### config.mk
export PLATFORM = sky130hd
export DESIGN_NAME = mem_port_arbiter
export DESIGN_NICKNAME = d
export VERILOG_FILES = /design/src/rtl/mem_port_arbiter.sv
export SDC_FILE = /design/constraint.sdc
export NUM_CORES = 1
export LEC_CHECK = 0
export ABC_AREA = 0
export BUFFER_PORTS_ARGS = -buffer_cell sky130_fd_sc_hd__buf_2
export CAP_MARGIN = 30
export CORE_UTILIZATION = 45
export DETAILED_ROUTE_END_ITERATION = 10
export PLACE_DENSITY = 0.8
export SLEW_MARGIN = 40
export SYNTH_ARGS = -nofsm -noshare
export SYNTH_HDL_FRONTEND = slang
export SYNTH_SLANG_ARGS = --single-unit
### constraint.sdc
create_clock -name clockCPU -period 7.8 [get_ports clockCPU]
set_clock_uncertainty 0.1 [all_clocks]
set_input_delay 1.56 -clock clockCPU [delete_from_list [all_inputs] [get_ports clockCPU]]
set_output_delay 1.56 -clock clockCPU [all_outputs]
set_load 0.05 [all_outputs]
### src/rtl/mem_port_arbiter.sv
// mem_port_arbiter
// Shares the single unified memory port (text/data RAM pair behind the IorD
// address mux) between the multicycle CPU and an external requester
// (debug loader / DMA). One request is latched at a time and sequenced over
// ACC_CYCLES clocks. A registered one-cycle ack then returns with the read data.
// A streak counter keeps the CPU from starving the external port.
//
// Optional feature: define MEM_ARB_LOCK_EN to honour ext_lock (EXT burst lock).
// When it is undefined, ext_lock is accepted but ignored.
//
// Ports:
//   clockCPU, reset        clock; asynchronous active-high reset
//   cpu_req/we/addr/wdata  CPU level request and payload
//   cpu_rdata, cpu_ack     CPU read data, valid with the one-cycle ack
//   cpu_stall              cpu_req & ~cpu_ack; holds the CPU control FSM
//   ext_req/we/addr/wdata  external level request and payload
//   ext_lock               external burst lock
//   ext_rdata, ext_ack     external read data, valid with the one-cycle ack
//   mem_addr/wdata/wren    memory-side address, write data and write strobe
//   mem_rdata              memory read data
//   busy                   an access is in progress
module mem_port_arbiter #(
    parameter int unsigned ACC_CYCLES     = 2,
    parameter int unsigned MAX_CPU_STREAK = 4
) (
    input  logic        clockCPU,
    input  logic        reset,
    input  logic        cpu_req,
    input  logic        cpu_we,
    input  logic [31:0] cpu_addr,
    input  logic [31:0] cpu_wdata,
    output logic [31:0] cpu_rdata,
    output logic        cpu_ack,
    output logic        cpu_stall,
    input  logic        ext_req,
    input  logic        ext_we,
    input  logic [31:0] ext_addr,
    input  logic [31:0] ext_wdata,
    input  logic        ext_lock,
    output logic [31:0] ext_rdata,
    output logic        ext_ack,
    output logic [31:0] mem_addr,
    output logic [31:0] mem_wdata,
    output logic        mem_wren,
    input  logic [31:0] mem_rdata,
    output logic        busy
);

    localparam int unsigned DATA_W   = 32;
    localparam int unsigned ADDR_W   = 32;
    localparam int unsigned CNT_W    = (ACC_CYCLES > 1) ? $clog2(ACC_CYCLES) : 1;
    localparam int unsigned STREAK_W = (MAX_CPU_STREAK > 0) ? $clog2(MAX_CPU_STREAK + 1) : 1;

    localparam logic [CNT_W-1:0]    CNT_LAST   = CNT_W'(ACC_CYCLES - 1);
    localparam logic [STREAK_W-1:0] STREAK_MAX = STREAK_W'(MAX_CPU_STREAK);

    typedef enum logic [1:0] {
        IDLE    = 2'd0,
        CPU_ACC = 2'd1,
        EXT_ACC = 2'd2
    } state_t;

    state_t              state, state_d;
    logic [CNT_W-1:0]    cnt, cnt_d;
    logic [STREAK_W-1:0] streak, streak_d;
    logic                lat_we, we_d;
    logic [ADDR_W-1:0]   addr_d;
    logic [DATA_W-1:0]   wdata_d;
    logic [DATA_W-1:0]   cpu_rdata_d, ext_rdata_d;
    logic                cpu_ack_d, ext_ack_d;
    logic                wren_d, busy_d;
    logic                grant_cpu, grant_ext;
    logic                lock_hold;

    // Stall is the only combinational output: the CPU must see it in the
    // same cycle it raises cpu_req.
    assign cpu_stall = cpu_req & ~cpu_ack;

`ifdef MEM_ARB_LOCK_EN
    logic last_ext;

    // Remembers whether the most recent grant went to EXT, for burst lock.
    always_ff @(posedge clockCPU or posedge reset) begin
        if (reset) begin
            last_ext <= 1'b0;
        end else if (grant_ext) begin
            last_ext <= 1'b1;
        end else if (grant_cpu) begin
            last_ext <= 1'b0;
        end
    end

    assign lock_hold = last_ext & ext_lock;
`else
    logic unused_ext_lock;

    assign unused_ext_lock = ext_lock;
    assign lock_hold       = 1'b0;
`endif

    // Next-state, arbitration and access sequencing.
    always_comb begin
        state_d     = state;
        cnt_d       = cnt;
        streak_d    = streak;
        we_d        = lat_we;
        addr_d      = mem_addr;
        wdata_d     = mem_wdata;
        cpu_rdata_d = cpu_rdata;
        ext_rdata_d = ext_rdata;
        cpu_ack_d   = 1'b0;
        ext_ack_d   = 1'b0;
        wren_d      = 1'b0;
        grant_cpu   = 1'b0;
        grant_ext   = 1'b0;

        case (state)
            IDLE: begin
                // The ack cycle is a turnaround edge: the acked level request
                // is being retired, so no grant is made until the next edge.
                if (!cpu_ack && !ext_ack) begin
                    if (cpu_req && ext_req) begin
                        if (lock_hold || (streak == STREAK_MAX)) begin
                            grant_ext = 1'b1;
                        end else begin
                            grant_cpu = 1'b1;
                        end
                    end else begin
                        grant_cpu = cpu_req;
                        grant_ext = ext_req;
                    end
                end

                if (grant_cpu) begin
                    state_d = CPU_ACC;
                    cnt_d   = '0;
                    we_d    = cpu_we;
                    addr_d  = cpu_addr;
                    wdata_d = cpu_wdata;
                    wren_d  = cpu_we;
                end else if (grant_ext) begin
                    state_d = EXT_ACC;
                    cnt_d   = '0;
                    we_d    = ext_we;
                    addr_d  = ext_addr;
                    wdata_d = ext_wdata;
                    wren_d  = ext_we;
                end
            end

            CPU_ACC, EXT_ACC: begin
                // Write strobe only ever lives in the first cycle (cnt == 0).
                if (cnt == CNT_LAST) begin
                    state_d = IDLE;
                    cnt_d   = '0;
                    if (state == CPU_ACC) begin
                        cpu_rdata_d = mem_rdata;
                        cpu_ack_d   = 1'b1;
                    end else begin
                        ext_rdata_d = mem_rdata;
                        ext_ack_d   = 1'b1;
                    end
                end else begin
                    cnt_d = cnt + CNT_W'(1);
                end
            end

            default: begin
                state_d = IDLE;
                cnt_d   = '0;
            end
        endcase

        // Streak of CPU wins while EXT waits; saturating.
        if (!ext_req || grant_ext) begin
            streak_d = '0;
        end else if (grant_cpu && (streak != STREAK_MAX)) begin
            streak_d = streak + STREAK_W'(1);
        end

        busy_d = (state_d != IDLE);
    end

    // State and output registers.
    always_ff @(posedge clockCPU or posedge reset) begin
        if (reset) begin
            state     <= IDLE;
            cnt       <= '0;
            streak    <= '0;
            lat_we    <= 1'b0;
            mem_addr  <= '0;
            mem_wdata <= '0;
            mem_wren  <= 1'b0;
            cpu_rdata <= '0;
            ext_rdata <= '0;
            cpu_ack   <= 1'b0;
            ext_ack   <= 1'b0;
            busy      <= 1'b0;
        end else begin
            state     <= state_d;
            cnt       <= cnt_d;
            streak    <= streak_d;
            lat_we    <= we_d;
            mem_addr  <= addr_d;
            mem_wdata <= wdata_d;
            mem_wren  <= wren_d;
            cpu_rdata <= cpu_rdata_d;
            ext_rdata <= ext_rdata_d;
            cpu_ack   <= cpu_ack_d;
            ext_ack   <= ext_ack_d;
            busy      <= busy_d;
        end
    end

endmodule
# Word level (Yosys, flattened, before mapping)
# Cells that the tools add are included.
# op_classes
n_addsub	2
eq_ne	5
mux	33
bitwise_logic	3
reduce_logical	15
# ops
operator	count
$mux 32	4
$mux 1	22
$mux 2	3
$mux 3	2
$ne 3x3->1 const B	2
$reduce_and 3->1	2
$reduce_bool 2->1	3
$pmux 2 s2	1
$add 3x1->3 const B	1
$eq 3x3->1 const B	1
$logic_and 1x1->1	3
$logic_not 1->1	3
$eq 2x1->1 const B	1
$eq 2x2->1 const B	1
$logic_not 2->1	1
$not 1->1	2
$pmux 1 s2	1
$reduce_and 2->1	1
$reduce_or 2->1	1
$add 1x1->1 const B	1
$and 1x1->1	1
$logic_or 1x1->1	1
# totals
reg_bits	138
output_inout_bits	133

# Longest topological paths before layout
# Gate-level depths: netlist (run 1).
# logic_depth
word_depth	9
depth_mapped	7
ltp_nobuf	5

# Worst setup path before layout (run 1)
# No wires, ideal clock.
# synth_path
path_type	input-to-output
startpoint	input cpu_req
endpoint	output cpu_stall
arrival_time_ns	2.267
slack_ns	3.873
cell_stages	1
cell_sequence	nor2b_1
# synth_via
elab_chain_len	1
# synth_rtl
item	line_no	text
start: declaration	28	input logic cpu_req,
$and 1x1->1	77	assign cpu_stall = cpu_req & ~cpu_ack;
end: declaration	34	output logic cpu_stall,
# No other way between the ends.

# Final worst setup path (run 1)
# Same ends and word-level chain as after synthesis.

==> results.cfg, run 1 <==
[outcome]
status = completed

[global_route]
grt_pass1_vias = 5860
grt_pass1_wl_mm = 29.43
grt-ovfl-total = 0
grt_antenna_before_repair = 0
grt_max_degree = 73
grt.total_usage_pct = 26.09

[route]
first_iter_violations = 522
drcViolationCount = 0
vias_per_cell = 5.787
drt-pass1-iter-count = 5
drt.antenna.violating_nets = 0
routed_wl_mm = 18.86
wire_per_inst_um = 18.28
vias = 5972

[critical_path]
critical_path_arrival_ps = 2120
end_kind = primary output
criticalPathCategory = input pin to primary output
r2r_setup_slack_ps = 4830
crit_path_start_kind = input pin
cp_data_required_time_ps = 6140
r2r.worst_path.cells = 6
rr_endpoint = mem_wdata[17]
worst-path-max-fanout = 5
reg2reg_from = state[0]

[clock_network]
cts-buffers-inserted = 17
clk_pin_slew_ps = 60
htree_num_levels = 4
hold_buffers = 0
cts.path.max_buffers = 2
clk_latency_ps = 410
post_cts_resized = 0
cts_sinks = 138
cts_setup_buffers = 0
clockRootBuffer = clkbuf_16
cts_tree = yes

[synthesis]
synth_compound_area_share_pct = 19.75
syn_inst = 579
yosys_warnings = 0
synth-edff-count = 0
avgSynthCellArea_sq_um = 10.79
synth_xor_area_share_pct = 0
synthMuxAreaShare_pct = 11.72
yosys.area_share.simple_pct = 7.310
synth_nets = 751
async_reset_ff_share_pct = 100.0
synthAdderAreaFrac_pct = 1.001
synth_top_family_by_area = compound AO/OA/AOI/OAI gates
synth_area_sq_um = 6247
yosysUniqueCellTypes = 29
yosysSeqAreaShare_pct = 55.28
synth_seq_cells = 138
synthFlopType = dfrtp_1

[sta]
worst_pin_slew_ps = 808.8
period_share_pct = 48.45
max_slew_margin_pct = 46.08
tns_ps = 0
finalHoldViolations = 0
period_minus_slack_ps = 3779
rsz0062_at_grt = no
slew_viol_final = 0
max_freq_mhz = 264.6
setup_viol = 0

[die]
dieArea_sq_um = 14360
coreArea_sq_um = 13400
ios = 300
initial_core_util_pct = 46.62
die_x_um = 119.8
die_h_um = 119.8
rows = 42

[placed_design]
io_buffers = 298
dp_hpwl_mm = 12.17
finalWeightedCongestion = 0.8261

[hold_path]
hold_depth = 1
worstHoldStart = cpu_rdata[5]
hold_path.class = flop to flop
holdPathEnd = cpu_rdata[5]

[finish]
drive_gt1_share_pct = 48.95
nNetsFinal = 1015
num-fill-cells = 1122
diodes = 0
seqCellArea_sq_um = 3453
multi_input_area_sq_um = 2514
area_growth_pct = 35.69

[run]
cap_violations = 0
-- cells in the mapped netlist, types with 2 or more instances --
master	instances	area share, %
dfrtp_1	138	55
buf_1	4	0.24
buf_2	16	1.3
inv_1	11	0.66
o21ai_1	9	0.72
a21bo_2	2	0.32
o21ai_0	58	4.6
and3_1	2	0.20
nand2_1	3	0.18
nand3b_1	2	0.24
clkbuf_1	43	2.6
a21oi_1	6	0.48
nor3b_1	2	0.24
nand3_1	68	5.4
ha_1	5	1.0
a31o_2	2	0.28
mux2_2	65	12
or3_1	3	0.30
a31oi_1	128	13
nor2b_1	3	0.30
-- cell type report --
| cell class | instances | share of cell area, % |
|---|---|---|
| well taps | 176 | 2.598 |
| flip-flops and latches | 138 | 40.74 |
| clock inverters | 9 | 1.860 |
| clock buffers | 23 | 5.993 |
| inverters | 11 | 0.5461 |
| repair buffers | 309 | 18.61 |
| multi-input cells | 366 | 29.65 |
-- registers in the layout, summed over array words and instances (netlist names) --
register,count
streak,3
mem_wren,1
mem_wdata,32
state,2
ext_ack,1
mem_addr,32
busy,1
cpu_ack,1
ext_rdata,32
cnt,1
cpu_rdata,32
-- through the flow --
| step | std cells | hold WS (ps) | area [sq um] | utilization (%) | setup slack (ps) |
|---|---|---|---|---|---|
| 6_report | 1032 | 397.7 | 8477 | 63.26 | 4021 |
| 5_1_grt | 1032 | 414.0 | 8477 | 63.26 | 3978 |
| 4_1_cts | 1032 | 401.0 | 8477 | 63.26 | 4003 |
| 3_5_place_dp | 1000 | 387.6 | 7811 | 58.29 | 3782 |
| 3_3_place_gp | 1000 | 382.4 | 7801 | 58.22 | 3757 |
| 2_1_floorplan | 579 | 433.8 | 6247 | - | 2444 |
-- worst max-delay path by stage --
stage                       start       endpoint  slack, ps
after floorplan             reset           busy       2440
after global placement    ext_req  mem_wdata[26]       3760
after detailed placement  ext_req   mem_wdata[9]       3780
after CTS                 cpu_req      cpu_stall       4000
after global routing      cpu_req      cpu_stall       3980
final                     cpu_req      cpu_stall       4020
-- critical path, stage by stage --
cell and delay [ps]:
buf_2 120, nor2b_1 140, buf_2 300
-- layer usage --
layer  global-route usage [%]  wire length (um)  share of wire [%]
met5                        0                 0                  0
met2                    42.77              9055                 48
met4                    11.80               608                3.2
met1                    32.40              7448                 39
met3                    6.702              1748                9.3
-- placed cells by master (no fill, tap or decap), types with 2 or more instances in the layout --
cell type,synthesis,final
a21bo_2,2,2
a21oi_1,6,6
a31o_2,2,2
a31oi_1,128,128
and3_2,0,2
buf_2,16,298
buf_4,0,10
bufinv_16,0,4
clkbuf_16,0,17
clkbuf_8,0,6
clkinvlp_4,0,2
dfrtp_1,138,138
ha_1,5,4
inv_1,11,10
inv_6,0,2
mux2_2,65,65
nand2_1,3,3
nand3_1,68,67
nand3b_1,2,2
nor2b_1,3,3
o21ai_0,58,58
o21ai_1,9,9
or3_1,3,3
-- cells by family after synthesis --
group,after synthesis
buffers and inverters,75
DFF,138
AOI/OAI and AO/OA,209
muxes,65
adders and majority gates,5
and+or+nand+nor,87
Power of run 1 is left out: the tool's default activity adds up to more than one toggle a clock period on the data nets, which glitch-free logic cannot reach.
==> inputs of run 2 (changes only) <==
- clock period: 7.8 -> 3.5 ns (I/O delays scaled with it)
==> run 2 against run 1 <==
Effect of this change:
- cell area fell by 0.10%
- via count up 1.5%
- die area unchanged
- sequential cell count unchanged
- hold slack lost 300 ps
- non-clock buffer count increased by 5
- register-to-register slack worse by 3600 ps
- global-route usage rose by 1.4 points
- critical path depth increased by 2
- final cell count is 0.58% higher
- count of clock-buffer cells in the layout shrank 5
==> results.cfg, run 2 (synthesis results as in run 1) <==
[power]
seq_power_share_pct = 26.3
power_density_nw_per_um2 = 1282
clkPwrFrac_pct = 15.2
p_sw_uw = 5808
worst_ir_drop_vdd_v = 0.0008823
leakage_uw = 0.003904
sw_frac_of_total_pct = 53.51
comb_power_share_pct = 58.6
p_int_uw = 5046

[placed_design]
dpl-instance-area_sq_um = 7920
dp_hpwl_mm = 13.04
io_buffers = 298
finalWeightedCongestion = 0.8115
pre_cts_ws_ps = 985.5

[die]
dieArea_sq_um = 14360
die_h_um = 119.8
ios = 300
rows = 42
die_x_um = 119.8
initial_core_util_pct = 46.62
coreArea_sq_um = 13400

[critical_path]
critical_path_arrival_ps = 2480
rr_endpoint = mem_addr[15]
path_cells = inv_1 -> ha_2 -> and3_2 -> buf_12 -> a31oi_1
max_stage_delay_ps = 560
criticalPathCategory = flop to flop
worst-path-max-fanout = 54
path_delay_family = adder cells
reg2reg_from = state[0]
cp_data_required_time_ps = 3660
end_kind = flop
crit_path_start_kind = flop
cp.buffers_inverters = 2
r2r_setup_slack_ps = 1190
slowest_stage = ha_2
r2r.worst_path.cells = 5

[sta]
max_slew_margin_pct = 44.95
tns_ps = 0
rsz0062_at_grt = no
period_share_pct = 66.09
max_freq_mhz = 432.3
finalHoldViolations = 0
fin_hold_ws_ps = 93.36
worst_pin_slew_ps = 825.7
slew_viol_final = 0
period_minus_slack_ps = 2313
setup_viol = 0
worst_slack_ps = 1187

[global_route]
grt_pass1_vias = 6017
grt_pass1_wl_mm = 30.75
grt-ovfl-total = 0
grt.total_usage_pct = 27.49
grt_antenna_before_repair = 2
grt_max_degree = 71

[outcome]
status = completed

[finish]
mostFrequentLayoutCells = 298 x buf_2, 138 x dfrtp_1, 128 x a31oi_1
nNetsFinal = 1020
num-fill-cells = 1087
final_cell_area_sq_um = 8468
area_growth_pct = 35.55
final_common_cell = buf_2
drive_gt1_share_pct = 49.13

[hold_path]
hold_path.class = input pin to asynchronous set/reset pin

[route]
wl_met3_mm = 1.974
first_iter_violations = 554
drt.antenna.violating_nets = 0
drcViolationCount = 0
vias = 6062
routed_wl_mm = 19.61
wl_met1_mm = 7.598
vias_per_cell = 5.840
drt-pass1-iter-count = 6
met2WireLength_mm = 9.541
wire_per_inst_um = 18.89
maxUsedRoutingLayer = met4

[clock_network]
cts-buffers-inserted = 17
cts_sinks = 138
clockRootBuffer = clkbuf_16
clk_latency_ps = 410
post_cts_resized = 0
cts_setup_buffers = 0
hold_buffers = 0
cts_tree = yes
clk_pin_slew_ps = 60
cts.path.max_buffers = 2
htree_num_levels = 4

[run]
cap_violations = 0
-- run 2: cell count changes in the layout (fill, tap and decap cells not counted), sizes merged --
cell	change
clkbuf	-5
diode	+1
clkinvlp	+3
clkinv	+2
buf	+5
bufinv	-4
inv	+4
-- run 2: metal layers --
metal	GRT usage, %	vias to the layer above
li1	-	2722
met1	32.91	2961
met2	44.69	339
met3	9.886	40
met4	11.64	0
met5	0	-
-- run 2: layout make-up --
class / instances / area [sq um] / share of cell area (%)
Inverter: 11 / 45.04 / 0.5319
Multi-Input combinational cell: 366 / 2510 / 29.64
Timing Repair Buffer: 314 / 1694 / 20.01
Tap cell: 176 / 220.2 / 2.600
Sequential cell: 138 / 3453 / 40.78
Clock inverter: 14 / 113.9 / 1.345
Clock buffer: 18 / 429.2 / 5.068
Antenna cell: 1 / 2.502 / 0.02955
-- run 2: power by group through the flow --
stage                     combinational, uW  clock, uW  sequential, uW
after floorplan                        2080          0            5550
after global placement                 6260          0            2820
after detailed placement               6340          0            2860
after CTS                              6360       1680            2850
after global routing                   6710       1740            2940
final                                  6360       1650            2850
-- run 2: through the flow --
stage	utilization, %	total power, uW	std cells
after floorplan	-	7627	579
after global placement	58.75	9077	1003
after detailed placement	59.10	9196	1005
after CTS	63.16	10890	1037
after global routing	63.19	11390	1038
final	63.19	10850	1038
-- run 2: how the worst max path moves through the flow --
stage	startpoint	to	slack [ps]	depth (start not counted)
2_1_floorplan	reset	busy	980	1
3_3_place_gp	ext_req	mem_wdata[27]	1030	5
3_5_place_dp	ext_req	mem_addr[15]	990	5
4_1_cts	state[0]	mem_addr[15]	1210	5
5_1_grt	state[0]	mem_addr[15]	1060	5
6_report	state[0]	mem_addr[15]	1190	5
(Power assumes the default switching activity.)
==> inputs of run 3 (changes only) <==
- CORE_UTILIZATION: 45 -> 42
- PLACE_DENSITY: 0.8 -> 0.79
- clock period: 3.5 -> 2.05 ns (I/O delays scaled with it)
==> run 3 against run 2 <==
Effect of this change:
- utilization shrank 4.2 points
- count of clock-buffer cells in the layout up 3
- sequential cell count did not move
- hold slack got worse by 84 ps
- critical path type unchanged
- via count fell by 0.23%
==> results.cfg, run 3 (synthesis results as in run 1) <==
[route]
wl_met1_mm = 7.412
wire_per_inst_um = 18.05
drt.antenna.violating_nets = 0
drcViolationCount = 0
first_iter_violations = 539
routed_wl_mm = 18.95
vias = 6048
met2WireLength_mm = 9.185
drt-pass1-iter-count = 7
vias_per_cell = 5.760
maxUsedRoutingLayer = met4
wl_met3_mm = 2.044

[critical_path]
crit_path_start_kind = flop
cp_data_required_time_ps = 2230
criticalPathCategory = flop to flop
worst-path-max-fanout = 45
end_kind = flop
critical_path_arrival_ps = 2060

[global_route]
grt_pass1_wl_mm = 28.44
grt_pass1_vias = 5743
grt_max_degree = 83
grt-ovfl-total = 0
grt_antenna_before_repair = 0
grt.total_usage_pct = 23.95

[clock_network]
clk_pin_slew_ps = 60
hold_buffers = 0
cts.path.max_buffers = 2
clockRootBuffer = clkbuf_16
post_cts_resized = 0
cts_sinks = 138
cts-buffers-inserted = 17
cts_setup_buffers = 0
clk_latency_ps = 410
htree_num_levels = 4
cts_tree = yes

[die]
initial_core_util_pct = 42.98
coreArea_sq_um = 14530
dieArea_sq_um = 15370
die_h_um = 124.0
die_x_um = 124.0
ios = 300
rows = 44

[sta]
max_freq_mhz = 529.9
slew_viol_final = 0
period_minus_slack_ps = 1887
worst_pin_slew_ps = 723.4
setup_viol = 0
period_share_pct = 92.06
tns_ps = 0
rsz0062_at_grt = no
finalHoldViolations = 0
max_slew_margin_pct = 51.77
fin_hold_ws_ps = 9.455

[run]
cap_violations = 0

[hold_path]
hold_path.class = input pin to asynchronous set/reset pin

[placed_design]
finalWeightedCongestion = 0.7955
dp_hpwl_mm = 12.50
dpl-instance-area_sq_um = 8023
io_buffers = 298

[finish]
drive_gt1_share_pct = 49.42
mostFrequentLayoutCells = 298 x buf_2, 138 x dfrtp_1, 128 x a31oi_1
final_cell_area_sq_um = 8579
diodes = 0
fin_util_pct = 59.03
nNetsFinal = 1025
final_common_cell = buf_2
area_growth_pct = 37.33

[outcome]
status = completed
-- run 3: changes by cell type in the layout (fill, tap and decap cells not counted), sizes merged --
cell,previous run,this run
clkinv,4,5
clkinvlp,5,3
diode,1,0
buf,314,319
inv,16,14
clkbuf,18,21
-- run 3: area by class of cell --
class                   instances  area, sq um
well taps                     184        230.2
inverters                      11        45.04
multi-input cells             366         2507
fillers                      1251         5954
repair buffers                319         1787
flip-flops and latches        138         3453
clock buffers                  21        470.5
clock inverters                11        86.33
-- run 3: critical path, cell delays in order, from the launching register on --
cell,delay [ps]
dfrtp_1,370
or3b_2,600
buf_12,220
o21ai_0,300
a31oi_1,140
-- run 3: path summary, 6_finish.rpt --
check,start,slack [ps],endpoint,cells after the start
setup / recovery,cpu_ack,160,mem_wdata[29],4
hold / removal,reset,9,mem_addr[24],3
setup reg to reg,cpu_ack,160,mem_wdata[29],4
hold reg to reg,cpu_rdata[0],400,cpu_rdata[0],1
max in group asynchronous,reset,1450,mem_wdata[6],3
min in group clockCPU,mem_rdata[9],140,ext_rdata[9],2
-- run 3: per-layer routing --
metal  track usage [%]  vias up
met5                 0        -
met4             8.333        0
met3             7.509       22
met2             39.38      344
met1             29.72     2946
li1                  -     2736
-- run 3: metrics by stage --
stage,cells,worst slack [ps]
6_report,1050,162.8
5_1_grt,1050,114.1
4_1_cts,1050,174.4
3_5_place_dp,1018,20.70
3_3_place_gp,1018,-3.427
2_1_floorplan,579,-181.1
Power of run 3 is left out for the same reason.
